## config.mk

```make
export PLATFORM = sky130hd
export DESIGN_NAME = mult_sched
export DESIGN_NICKNAME = d
export VERILOG_FILES = /design/src/rtl/mult_pkg.sv /design/src/rtl/mult_pipe.sv /design/src/rtl/mult_sched.sv
export SDC_FILE = /design/constraint.sdc
export NUM_CORES = 1
export LEC_CHECK = 0
export BUFFER_PORTS_ARGS = -buffer_cell sky130_fd_sc_hd__buf_4
export CAP_MARGIN = 20
export CORE_ASPECT_RATIO = 2
export CORE_MARGIN = 2
export CORE_UTILIZATION = 50
export DETAILED_ROUTE_END_ITERATION = 10
export HOLD_SLACK_MARGIN = 0.03
export PLACE_DENSITY_LB_ADDON = 0.3
export SLEW_MARGIN = 20
export SYNTH_ARGS = -nofsm -noshare
export SYNTH_HDL_FRONTEND = slang
export SYNTH_SLANG_ARGS = --single-unit
```

## constraint.sdc

```tcl
create_clock -name clk -period 7.4 [get_ports clk]
set_input_delay 0.74 -clock clk [delete_from_list [all_inputs] [get_ports clk]]
set_output_delay 0.74 -clock clk [all_outputs]
set_load 0.005 [all_outputs]
```

## src/rtl/mult_pkg.sv

```systemverilog
// Shared constants, types and helpers for the shared-multiplier scheduler.
//   MULT_W      operand width
//   MULT_N_REQ  number of requesters
//   MULT_LAT    multiplier pipeline depth
//   req_id_t    requester index
//   prod_t      signed full-width product
//   rr_wrap     single-step modulo used by the round-robin search
package mult_pkg;

   localparam int MULT_W     = 8;
   localparam int MULT_N_REQ = 4;
   localparam int MULT_LAT   = 2;

   typedef logic [$clog2(MULT_N_REQ)-1:0] req_id_t;
   typedef logic signed [2*MULT_W-1:0]    prod_t;

   // Wraps an index that is known to be below 2*n back into 0..n-1
   // without a general divider.
   function automatic int unsigned rr_wrap(input int unsigned idx, input int unsigned n);
      return (idx >= n) ? (idx - n) : idx;
   endfunction

endpackage

```

## src/rtl/mult_pipe.sv

```systemverilog
// LAT-stage registered signed multiplier carrying a valid flag and a tag.
//   clk        clock, all state on rising edge
//   rst        synchronous active-high reset, clears every stage
//   en         advance the whole pipe by one stage
//   in_valid   operand pair present at the input
//   in_id      tag travelling with the operands
//   a, b       signed operands
//   out_valid  last stage holds a valid result
//   out_id     tag of the result in the last stage
//   out_p      signed full-width product in the last stage
//   any_valid  OR of every stage valid, output stage included
module mult_pipe #(
   parameter int LAT   = 2,
   parameter int WIDTH = 8,
   parameter int ID_W  = 2
) (
   input  logic                     clk,
   input  logic                     rst,
   input  logic                     en,
   input  logic                     in_valid,
   input  logic [ID_W-1:0]          in_id,
   input  logic signed [WIDTH-1:0]  a,
   input  logic signed [WIDTH-1:0]  b,
   output logic                     out_valid,
   output logic [ID_W-1:0]          out_id,
   output logic signed [2*WIDTH-1:0] out_p,
   output logic                     any_valid
);

   logic                      r_vld_p0;
   logic [ID_W-1:0]           r_id_p0;
   logic signed [WIDTH-1:0]   r_a_p0;
   logic signed [WIDTH-1:0]   r_b_p0;
   logic signed [2*WIDTH-1:0] w_prod;

   // ---- stage 0: operand capture ----
   always_ff @(posedge clk) begin
      if (rst) begin
         r_vld_p0 <= 1'b0;
         r_id_p0  <= '0;
         r_a_p0   <= '0;
         r_b_p0   <= '0;
      end else if (en) begin
         r_vld_p0 <= in_valid;
         r_id_p0  <= in_id;
         r_a_p0   <= a;
         r_b_p0   <= b;
      end
   end

   // Operands are sign-extended first so the full 2*WIDTH product is kept,
   // including -2^(W-1) * -2^(W-1).
   assign w_prod = (2*WIDTH)'(r_a_p0) * (2*WIDTH)'(r_b_p0);

   if (LAT == 1) begin : g_lat1
      assign out_valid = r_vld_p0;
      assign out_id    = r_id_p0;
      assign out_p     = w_prod;
      assign any_valid = r_vld_p0;
   end else begin : g_latn
      logic                      r_vld_pn [1:LAT-1];
      logic [ID_W-1:0]           r_id_pn  [1:LAT-1];
      logic signed [2*WIDTH-1:0] r_p_pn   [1:LAT-1];

      // ---- stages 1..LAT-1: product register and delay line ----
      always_ff @(posedge clk) begin
         if (rst) begin
            for (int k = 1; k < LAT; k++) begin
               r_vld_pn[k] <= 1'b0;
               r_id_pn[k]  <= '0;
               r_p_pn[k]   <= '0;
            end
         end else if (en) begin
            r_vld_pn[1] <= r_vld_p0;
            r_id_pn[1]  <= r_id_p0;
            r_p_pn[1]   <= w_prod;
            for (int k = 2; k < LAT; k++) begin
               r_vld_pn[k] <= r_vld_pn[k-1];
               r_id_pn[k]  <= r_id_pn[k-1];
               r_p_pn[k]   <= r_p_pn[k-1];
            end
         end
      end

      always_comb begin
         any_valid = r_vld_p0;
         for (int k = 1; k < LAT; k++) begin
            any_valid = any_valid | r_vld_pn[k];
         end
      end

      assign out_valid = r_vld_pn[LAT-1];
      assign out_id    = r_id_pn[LAT-1];
      assign out_p     = r_p_pn[LAT-1];
   end

endmodule

```

## src/rtl/mult_sched.sv

```systemverilog
// Round-robin scheduler sharing one pipelined signed multiplier between
// N_REQ requesters; results return in issue order tagged with the requester.
//   clk        clock, all state on rising edge
//   rst        synchronous active-high reset
//   req_valid  per-requester operand pair present
//   req_ready  one-hot accept, combinational from req_valid
//   req_a/b    per-requester signed operands
//   rsp_valid  response present, held until rsp_ready
//   rsp_ready  consumer accepts the response
//   rsp_id     originating requester of the response
//   rsp_data   signed full-width product
//   busy       any pipeline stage holds a valid op
module mult_sched
   import mult_pkg::*;
#(
   parameter int N_REQ = MULT_N_REQ,
   parameter int WIDTH = MULT_W,
   parameter int LAT   = MULT_LAT
) (
   input  logic                          clk,
   input  logic                          rst,
   input  logic [N_REQ-1:0]              req_valid,
   output logic [N_REQ-1:0]              req_ready,
   input  logic [N_REQ-1:0][WIDTH-1:0]   req_a,
   input  logic [N_REQ-1:0][WIDTH-1:0]   req_b,
   output logic                          rsp_valid,
   input  logic                          rsp_ready,
   output logic [$clog2(N_REQ)-1:0]      rsp_id,
   output logic signed [2*WIDTH-1:0]     rsp_data,
   output logic                          busy
);

   localparam int ID_W = $clog2(N_REQ);

   logic [ID_W-1:0] r_rr_ptr;
   logic [ID_W-1:0] w_cand;
   logic [ID_W-1:0] w_grant;
   logic            w_found;
   logic            w_adv;
   logic            w_issue;

   // The whole pipe moves unless a response is waiting and not taken.
   assign w_adv = !rsp_valid || rsp_ready;

   // First valid requester at or after the pointer, wrapping once.
   always_comb begin
      w_grant = '0;
      w_found = 1'b0;
      w_cand  = '0;
      for (int k = 0; k < N_REQ; k++) begin
         w_cand = ID_W'(rr_wrap(32'(r_rr_ptr) + 32'(k), N_REQ));
         if (!w_found && req_valid[w_cand]) begin
            w_found = 1'b1;
            w_grant = w_cand;
         end
      end
   end

   always_comb begin
      req_ready = '0;
      for (int i = 0; i < N_REQ; i++) begin
         req_ready[i] = (w_grant == ID_W'(i)) && req_valid[i] && w_found && w_adv && !rst;
      end
   end

   assign w_issue = |req_ready;

   always_ff @(posedge clk) begin
      if (rst) begin
         r_rr_ptr <= '0;
      end else if (w_issue) begin
         r_rr_ptr <= ID_W'(rr_wrap(32'(w_grant) + 32'd1, N_REQ));
      end
   end

   mult_pipe #(
      .LAT   (LAT),
      .WIDTH (WIDTH),
      .ID_W  (ID_W)
   ) u_pipe (
      .clk       (clk),
      .rst       (rst),
      .en        (w_adv),
      .in_valid  (w_issue),
      .in_id     (w_grant),
      .a         ($signed(req_a[w_grant])),
      .b         ($signed(req_b[w_grant])),
      .out_valid (rsp_valid),
      .out_id    (rsp_id),
      .out_p     (rsp_data),
      .any_valid (busy)
   );

endmodule
```

## Yosys cells after proc, flatten, opt, wreduce, memory -nomap -nowiden

Memory sizes are Yosys's and may differ from the RTL's.
Cells that the tools add are included.

- Flip-flop bits (word level): 21
- Bits in writable memories: 19
- Input bits: 71
- Output and inout bits: 24
- Memories: 3

Memories:

| name | depth | width | rd ports | clocked after memory_dff | wr ports | line | source |
|---|---|---|---|---|---|---|---|
| u_pipe.g_latn.r_p_pn | 1 | 16 | 1 | 0 | 1 | mult_pipe.sv:63 | `logic signed [2*WIDTH-1:0] r_p_pn [1:LAT-1];` |
| u_pipe.g_latn.r_id_pn | 1 | 2 | 1 | 0 | 1 | mult_pipe.sv:62 | `logic [ID_W-1:0] r_id_pn [1:LAT-1];` |
| u_pipe.g_latn.r_vld_pn | 1 | 1 | 1 | 0 | 1 | mult_pipe.sv:61 | `logic r_vld_pn [1:LAT-1];` |

- $add $sub $neg: 9
- Multipliers: 1
- Magnitude comparators: 10
- Eq/ne operators: 3
- Muxes and demuxes: 33
- Bitwise gates (word level): 4
- Reduce and logical (&&, ||, !) cells: 27

Operator list:

| kind | number |
|---|---|
| 8-bit binary-select mux with 2-bit select | 2 |
| 2-bit two-way mux | 10 |
| 1-bit logical AND | 19 |
| 8-bit by 8-bit multiplier with 16-bit output | 1 |
| 16-bit two-way mux | 1 |
| 8-bit two-way mux | 2 |
| 2-bit by 3-bit less-than comparator with 1-bit output (second input constant) | 5 |
| 1-bit two-way mux | 14 |
| 3-bit >= comparator (second input constant) | 4 |
| 2-bit by 1-bit subtractor with 2-bit output (second input constant) | 5 |
| 1-bit binary-select mux with 2-bit select | 4 |
| 2-bit by 1-bit adder with 3-bit output (second input constant) | 2 |
| 2-bit by 2-bit adder with 3-bit output (second input constant) | 2 |
| 1-bit zero test | 5 |
| 2-bit equality test (second input constant) | 2 |
| 1-bit OR | 4 |
| 4-bit OR reduction | 1 |
| 2-bit by 3-bit >= comparator with 1-bit output (second input constant) | 1 |
| 2-bit by 1-bit equality test with 1-bit output (second input constant) | 1 |
| 2-bit zero test | 1 |
| 1-bit logical OR | 1 |

## Depth between registers and ports, before layout

Gate-level depths: netlist of run 1.

- Depth after elaboration: 20
- Mapped depth: 16
- Gate-level depth less buffers: 16

## Hierarchy

A second synthesis of run 1 with hierarchy kept.

- Cell total of the unflattened synthesis: 473
- Area, all modules: 4,710.8 sq um

Modules (own cells, without submodules):

| module | times used | cells each | area each (sq um) | seq. area each (sq um) |
|---|---|---|---|---|
| mult_pipe | 1 | 390 | 3,918.8 | 950.9 |
| mult_sched | 1 | 83 | 792.0 | 40.0 |

## Worst setup path before layout of run 1

Ideal clock, no wire load.

- Path kind: flip-flop to flip-flop
- From: register u_pipe.r_b_p0[7]
- To: memory u_pipe.g_latn.r_p_pn[1][15] in the netlist's numbering (data pin)
- Library setup time: 0.254 ns
- Data arrival time: 3.947 ns
- Path slack: 3.200 ns
- Cell stages (with the launch flop): 15
- Path buffers: 0
- Path through: dfxtp_1 nand2b_1 fa_1 fa_1 inv_1 fa_1 inv_1 fa_1 inv_1 ha_1 nand3_1 o211ai_1 a21oi_1 o2111a_1 a21o_1

- Longest elaborated chain between the ends: 2

RTL lines:

| what | line | source |
|---|---|---|
| start: declaration | mult_pipe.sv:33 | `logic signed [WIDTH-1:0] r_b_p0;` |
| start signal: assignment | mult_pipe.sv:42 | `r_b_p0 <= '0;` |
| start signal: assignment | mult_pipe.sv:47 | `r_b_p0 <= b;` |
| 8-bit by 8-bit multiplier with 16-bit output | mult_pipe.sv:53 | `assign w_prod = (2*WIDTH)'(r_a_p0) * (2*WIDTH)'(r_b_p0);` |
| 16-bit two-way mux (no line) | n/a |  |
| end: declaration | mult_pipe.sv:63 |  |

No other way between the ends.

## Worst setup path after layout of run 1

Same ends and word-level chain as after synthesis.

==> results of run 1 <==
registers in the layout, indices dropped and copies added (netlist names):
signal and count:
u_pipe.g_latn.r_p_pn 16, u_pipe.r_a_p0 8, u_pipe.r_vld_p0 1, r_rr_ptr 2
u_pipe.r_id_p0 2, u_pipe.g_latn.r_id_pn 2, u_pipe.g_latn.r_vld_pn 1, u_pipe.r_b_p0 8
power by group through the flow:
stage / Combinational (mW) / Clock, mW / Sequential, mW
3_3_place_gp: 0.693 / 0 / 0.338
4_1_cts: 0.725 / 0.238 / 0.336
5_1_grt: 0.839 / 0.248 / 0.344
6_report: 0.715 / 0.234 / 0.336
3_5_place_dp: 0.721 / 0 / 0.341
2_1_floorplan: 0.548 / 0 / 0.330
metal layers:
metal / vias up / wire length (µm)
met5: - / 0
met4: 0 / 452
met3: 29 / 294
met2: 100 / 5580
met1: 1675 / 3100
li1: 1690 / -
final timing paths:
path	startpoint	to	slack, ns	cells past startpoint
min	u_pipe.r_id_p0[0]	u_pipe.r_id_p0[0]	0.44	2
max reg2reg	u_pipe.r_b_p0[7]	u_pipe.g_latn.r_p_pn[1][15]	2.84	14
max	u_pipe.r_b_p0[7]	u_pipe.g_latn.r_p_pn[1][15]	2.84	14
min reg2reg	u_pipe.r_id_p0[0]	u_pipe.r_id_p0[0]	0.44	2
placed cells by master (no fill, tap or decap), drive strengths merged, types with 2 or more instances in the layout:
| cell | instances |
|---|---|
| a211oi | 2 |
| nor3 | 4 |
| nand2b | 6 |
| nor2b | 8 |
| clkbuf | 6 |
| o21a | 4 |
| xnor2 | 10 |
| a21o | 5 |
| a31oi | 2 |
| fa | 55 |
| o21ai | 4 |
| ha | 33 |
| nand2 | 43 |
| mux2i | 34 |
| dfxtp | 21 |
| nor2 | 18 |
| nand3 | 2 |
| a21oi | 12 |
| inv | 91 |
| and2 | 51 |
| buf | 96 |
| clkinv | 2 |
| xor2 | 3 |
| o221ai | 16 |
| edfxtp | 19 |
critical path: stages (launching register included):
cell and delay, ns:
dfxtp_1 0.51, nand2b_1 0.14, fa_1 0.52, fa_1 0.55, inv_1 0.05, fa_1 0.53
inv_1 0.06, fa_1 0.52, inv_1 0.04, ha_1 0.36, nand3_1 0.09, o211ai_1 0.33
a21oi_1 0.20, o2111a_1 0.27, a21o_1 0.15
through the flow:
stage               instances  hold slack, ns  power, mW  setup WS, ns  instance area [µm²]
global placement          654           0.428       1.03          2.97                 5310
finish                    662           0.440       1.29          2.84                 5470
CTS                       662           0.443       1.30          2.84                 5470
detailed placement        654           0.433       1.06          2.84                 5310
global route              662           0.454       1.43          2.59                 5470
floorplan                 467           0.414      0.878          3.20                 4550
layout make-up:
type | count | share of cell area (%)
Tap cell | 102 | 2.33
Clock buffer | 6 | 2.74
Inverter | 91 | 6.24
Timing Repair Buffer | 96 | 13.2
Sequential cell | 40 | 18.1
Multi-Input combinational cell | 325 | 57.2
Clock inverter | 2 | 0.229
cell families (layout without fill, tap and decap cells):
kind of cell	Yosys count	after routing	synth area share, %
simple gates	137	137	15.5
mux	35	35	7.73
fa+ha+maj	88	88	33.3
buf+inv	102	195	9.79
compound gates	52	52	9.40
flops	40	40	21.8
xor+xnor	13	13	2.50
==> run summary, run 1 <==
Syn Nets - 626
Post-Route WL - 9420 µm
routed len/inst - 14.2 µm
Die Span X - 71.5 µm
Pre-antenna DRT Iters - 4
Worst Setup Start Kind - register
Nets - 718
initial antenna violation count - 0
count leader, synth - inv_1
top cells by area, synth - fa_1, edfxtp_1, dfxtp_1, ha_1, inv_1
HPWL reported at the end of detailed placement - 7990 µm
Post-CTS Resized - 0
Multi-input gate area - 3130 µm²
post-route ant nets - 0
Unique masters post-synth - 44
Max Cap Violations - 0
Die Ht - 139 µm
first-pass GRT wire length - 16600 µm
GRT met2 Usage - 40.9%
Cell Pwr Density - 235 nW/µm²
fraction of registers with async set/reset - 0%
Hold Crit Class - reg2reg
DRT iter0 DRCs - 148
Clk pwr share - 18.2%
Placeable Area - 8950 µm²
Post-synth top flop - dfxtp_1
relative slew slack - 27.3%
CP Class - reg2reg
number of synthesized register bits - 40
row count - 49
Combinational Power Share - 55.6%
n_diodes - 0
Int Pwr - 0.769 mW
Tot GR Track Use - 20.9%
Clk pin slew, worst setup/hold paths - 0.06 ns
CTS tree - yes
via count - 3494
drt drc - 0
Seq pwr share - 26.2%
hold buffers post-CTS - 0
Syn. warnings - 0
Tcrit/Tclk final - 61.7%
input/output buffers - 94
Post-synth top cells - inv_1, fa_1, and2_1, nand2_1, mux2i_1
die area - 9930 µm²
leak pwr - 2.78 nW
Total Neg Setup Slack - 0 ns
Period minus WS final - 4.56 ns
most used routing layer in global routing - met2
met1 GRT Util - 20.4%
unrepaired setup endpoints after global routing - false
Final Setup Violations - 0
critical path peak fanout - 10
fillcell total - 768
met3 Usage GRT - 2.25%
Peak VDD IR - 123 µV
Post-Synthesis Cells - 467
Crit path required time - 7.44 ns
largest net degree at the start of global routing - 37
EDFF count, synth - 19
Hold Violations, Final - 0
vias in the first global route - 3836
register area - 991 µm²
via/cell ratio - 5.28
Synth top area share - 24.2%
sw frac - 40.2%
layout cells sized above 1 - 20.9%
# IOs - 95
CTS Buffer Depth - 2
Syn-to-layout area delta - 20.2%
TritonCTS Buffers - 5
dominant cell type by area after synthesis - fa_1
clock skew - 0.00196 ns
clock root buffer - clkbuf_16
H-tree depth - 2
Fmax - 219 MHz
post-CTS setup buffer count - 0
Least-Margin Pin Slew - 1.09 ns
status - finished, final reports clean
initial core utilization - 50.8%
Seq/Total Area, Yosys - 21.8%
Psw - 0.516 mW
global route overflow - 0
RePlAce Congestion - 0.887
Worst Setup End Kind - register
worst skew pair latency - 0.28 ns
Cell Area, Synth - 4550 µm²
Arr. time, crit path - 4.61 ns
Max Slew Vio Count - 0
CTS Sinks - 40
fin util - 61.1%
syn_area_per_cell - 9.74 µm²
Power figures use the tool's default switching activity.
==> inputs of run 2 (changes only) <==
Settings changed: ABC_AREA set to 1.
Clock period 7.4 ns to 4.7 ns, I/O delays scaled along.
==> run 2 against run 1 <==
  * Register-to-register slack worse by 2.5 ns
  * Critical path depth increased by 4
  * Combinational power grew to 3.2 times the previous value
  * Hold slack gained 0.043 ns
  * Sequential share of layout area decreased by 1.5 points
  * Total power grew to 2.6 times the previous value
  * Sequential power up 87%
  * Cell count grew 42%
  * Synthesized area rose by 11%
  * Largest power group unchanged
==> run summary, run 2 <==
# IOs - 95 (unchanged)
cell area after layout - 6010 µm² (+9.9%)
DRT iter0 DRCs - 281 (+90%)
drt drc - 0 (unchanged)
input/output buffers - 94 (unchanged)
initial core utilization - 50.8% (-0.059 points)
Final Setup Violations - 0 (unchanged)
max reg flops - 16 (unchanged)
top cells by area, synth - fa_1, nand2_1, inv_1, edfxtp_1, dfxtp_1
register area - 997 µm² (+0.63%)
Nets - 963 (+34%)
Die Span X - 75.1 µm (+5.1%)
CTS tree - yes
mux cell area share after synthesis - 0% (-7.7 points)
Syn. warnings - 0 (unchanged)
Fmax - 227 MHz (+3.4%)
relative slew slack - 35.0% (+7.7 points)
Tcrit/Tclk final - 93.9% (+32 points)
Cell Pwr Density - 548 nW/µm² (+130%)
RePlAce Congestion - 0.860 (-3.1%)
Compound-Gate Fraction of Synth Area - 5.50% (-3.9 points)
Simple-Gate Fraction of Synth Area - 28.4% (+13 points)
Syn Nets - 885 (+41%)
biggest regs - u_pipe.g_latn.r_p_pn x16, u_pipe.r_a_p0 x8, u_pipe.r_b_p0 x8
dominant cell type by area after synthesis - fa_1
Clk pin slew, worst setup/hold paths - 0.07 ns (about the same)
Period minus WS final - 4.41 ns (-0.150 ns)
fraction of registers with async set/reset - 0% (unchanged)
Syn-to-layout area delta - 19.0%
Top reg by flops - u_pipe.g_latn.r_p_pn
leak pwr - 3.57 nW (+28%)
EDFF count, synth - 19 (unchanged)
count leader, synth - nand2_1
critical path peak fanout - 3 (-7)
final hold slack - 0.484 ns (+0.0432 ns)
row count - 52 (+6.1%)
Least-Margin Pin Slew - 0.973 ns (-0.115 ns)
Crit path required time - 4.75 ns (-2.69 ns)
Post-DP Area - 5820 µm² (+9.6%)
Arr. time, crit path - 4.46 ns (-0.15 ns)
Hold Violations, Final - 0 (unchanged)
Worst Setup End Kind - register
adder-cell share of the synthesized area - 30.0% (-3.3 points)
via/cell ratio - 4.88 (-7.5%)
Peak VDD IR - 373 µV (+200%)
layout cells sized above 1 - 17.1% (-3.8 points)
worst skew pair latency - 0.29 ns (about the same)
Post-synth top flop - dfxtp_1
Tot GR Track Use - 22.6% (+1.6 points)
first-pass GRT wire length - 19800 µm (+19%)
most common cell after layout, fill and taps aside - nand2_1
CTS Sinks - 40 (unchanged)
HPWL reported at the end of detailed placement - 8990 µm (+12%)
CTS Buffer Depth - 2 (unchanged)
reg-to-reg slack, setup - 0.29 ns (-2.55 ns)
Placeable Area - 9950 µm² (+11%)
routed len/inst - 12.3 µm (-14%)
post-route ant nets - 0 (unchanged)
clock skew - 0.00734 ns (+0.00538 ns)
Unique masters post-synth - 36 (-18%)
vias in the first global route - 4575 (+19%)
number of synthesized register bits - 40 (unchanged)
fillcell total - 934 (+22%)
Cell Area, Synth - 5050 µm² (+11%)
most frequent cells in the layout - nand2_1, inv_1, buf_4
Max Cap Violations - 0 (unchanged)
Pre-antenna DRT Iters - 5 (+1)
Placed Instances - 932 (+43%)
Post-Route WL - 11600 µm (+23%)
Total Neg Setup Slack - 0 ns (unchanged)
Post-Synthesis Cells - 726 (+55%)
Hold Crit Class - reg2reg
global route overflow - 0 (unchanged)
initial antenna violation count - 0 (unchanged)
Multi-input gate area - 3310 µm² (+5.8%)
status - finished, final reports clean
clock root buffer - clkbuf_16
Post-synth top cells - nand2_1, inv_1, fa_1, nand3_1, ha_1
die area - 11000 µm² (+11%)
largest family of logic cells by synthesized area - adder cells
Synth top area share - 21.8% (-2.4 points)
Worst Setup Start Kind - register
n_diodes - 0 (unchanged)
Finished Layout Cells - 940 (+42%)
largest net degree at the start of global routing - 38 (+2.7%)
Seq/Total Area, Yosys - 19.6% (-2.2 points)
CP Class - reg2reg
Die Ht - 146 µm (+5.2%)
via count - 4591 (+31%)
H-tree depth - 2 (unchanged)
syn_area_per_cell - 6.96 µm² (-29%)
TritonCTS Buffers - 5 (unchanged)
XOR/XNOR Fraction of Synth Area - 1.21% (-1.3 points)
Max Slew Vio Count - 0 (unchanged)
## run 2: cell count changes after synthesis, moves of 10 or more
cell      previous run  this run
nand2_1             42       264
inv_1               91       158
and2_1              51         0
nand3_1              2        41
mux2i_1             34         0
clkbuf_1             5        17
a21oi_1             11        22
nor2_1              18        29
o21ai_0              4        14
## run 2: area by class of cell
cell class,instances,area share [%]
multi-input combinational,494,55.0
sequential,40,16.6
timing repair buffer,102,12.7
inverter,161,10.0
tap,135,2.81
clock buffer,5,2.08
clock inverter,3,0.749
## run 2: stage by stage
step           utilization, %  setup slack (ns)  total power, mW
5_1_grt                  60.4          -0.00178             3.71
3_3_place_gp             58.4             0.241             2.82
4_1_cts                  60.2             0.141             3.30
3_5_place_dp             58.4             0.165             2.88
6_report                 60.4             0.286             3.30
2_1_floorplan               -             0.332             2.35
## run 2: repair_timing
| action | 4_1_cts | 5_1_grt |
|---|---|---|
| hold buffers | 0 | 0 |
| setup buffers | 0 | 0 |
| setup endpoints to repair | 0 | 3 |
| gates resized for setup | 0 | 13 |
## run 2: logic make-up after synthesis
family                   count (synthesis)
adder cells (fa/ha/maj)                 88
AO/OA/AOI/OAI                           48
buffers and inverters                  192
AND/OR/NAND/NOR                        351
flip-flops                              40
XOR/XNOR                                 7
## run 2: per-layer routing
metal  global-route usage, %  wire [µm]
met1                    27.4       4580
met2                    40.9       6260
met3                    2.00        455
met4                    6.07        257
met5                       0          0
## run 2: critical path: stages (launching register included)
cell and delay, ns:
dfxtp_2 0.35, inv_1 0.05, or2_2 0.29, fa_1 0.51
fa_1 0.55, inv_1 0.05, fa_1 0.53, inv_1 0.05
fa_1 0.52, inv_1 0.04, ha_1 0.32, a21oi_2 0.15
o21ai_0 0.12, a21oi_1 0.23, nor2_1 0.08, o21ai_2 0.14
nand3_1 0.08, nand2_1 0.06, nor2_1 0.04
## run 2: power breakdown
| group | switching, mW | total, mW | internal [mW] | leakage, nW |
|---|---|---|---|---|
| Clock | 0.155 | 0.408 | 0.253 | 0.0847 |
| Sequential | 0.118 | 0.627 | 0.509 | 0.401 |
| Combinational | 1.42 | 2.26 | 0.837 | 3.08 |
## run 2: final timing paths
path | start | endpoint | cells past startpoint
setup / recovery | u_pipe.r_b_p0[7] | u_pipe.g_latn.r_p_pn[1][12] | 18
hold / removal | u_pipe.r_id_p0[0] | u_pipe.r_id_p0[0] | 2
setup reg to reg | u_pipe.r_b_p0[7] | u_pipe.g_latn.r_p_pn[1][12] | 18
hold reg to reg | u_pipe.r_id_p0[0] | u_pipe.r_id_p0[0] | 2
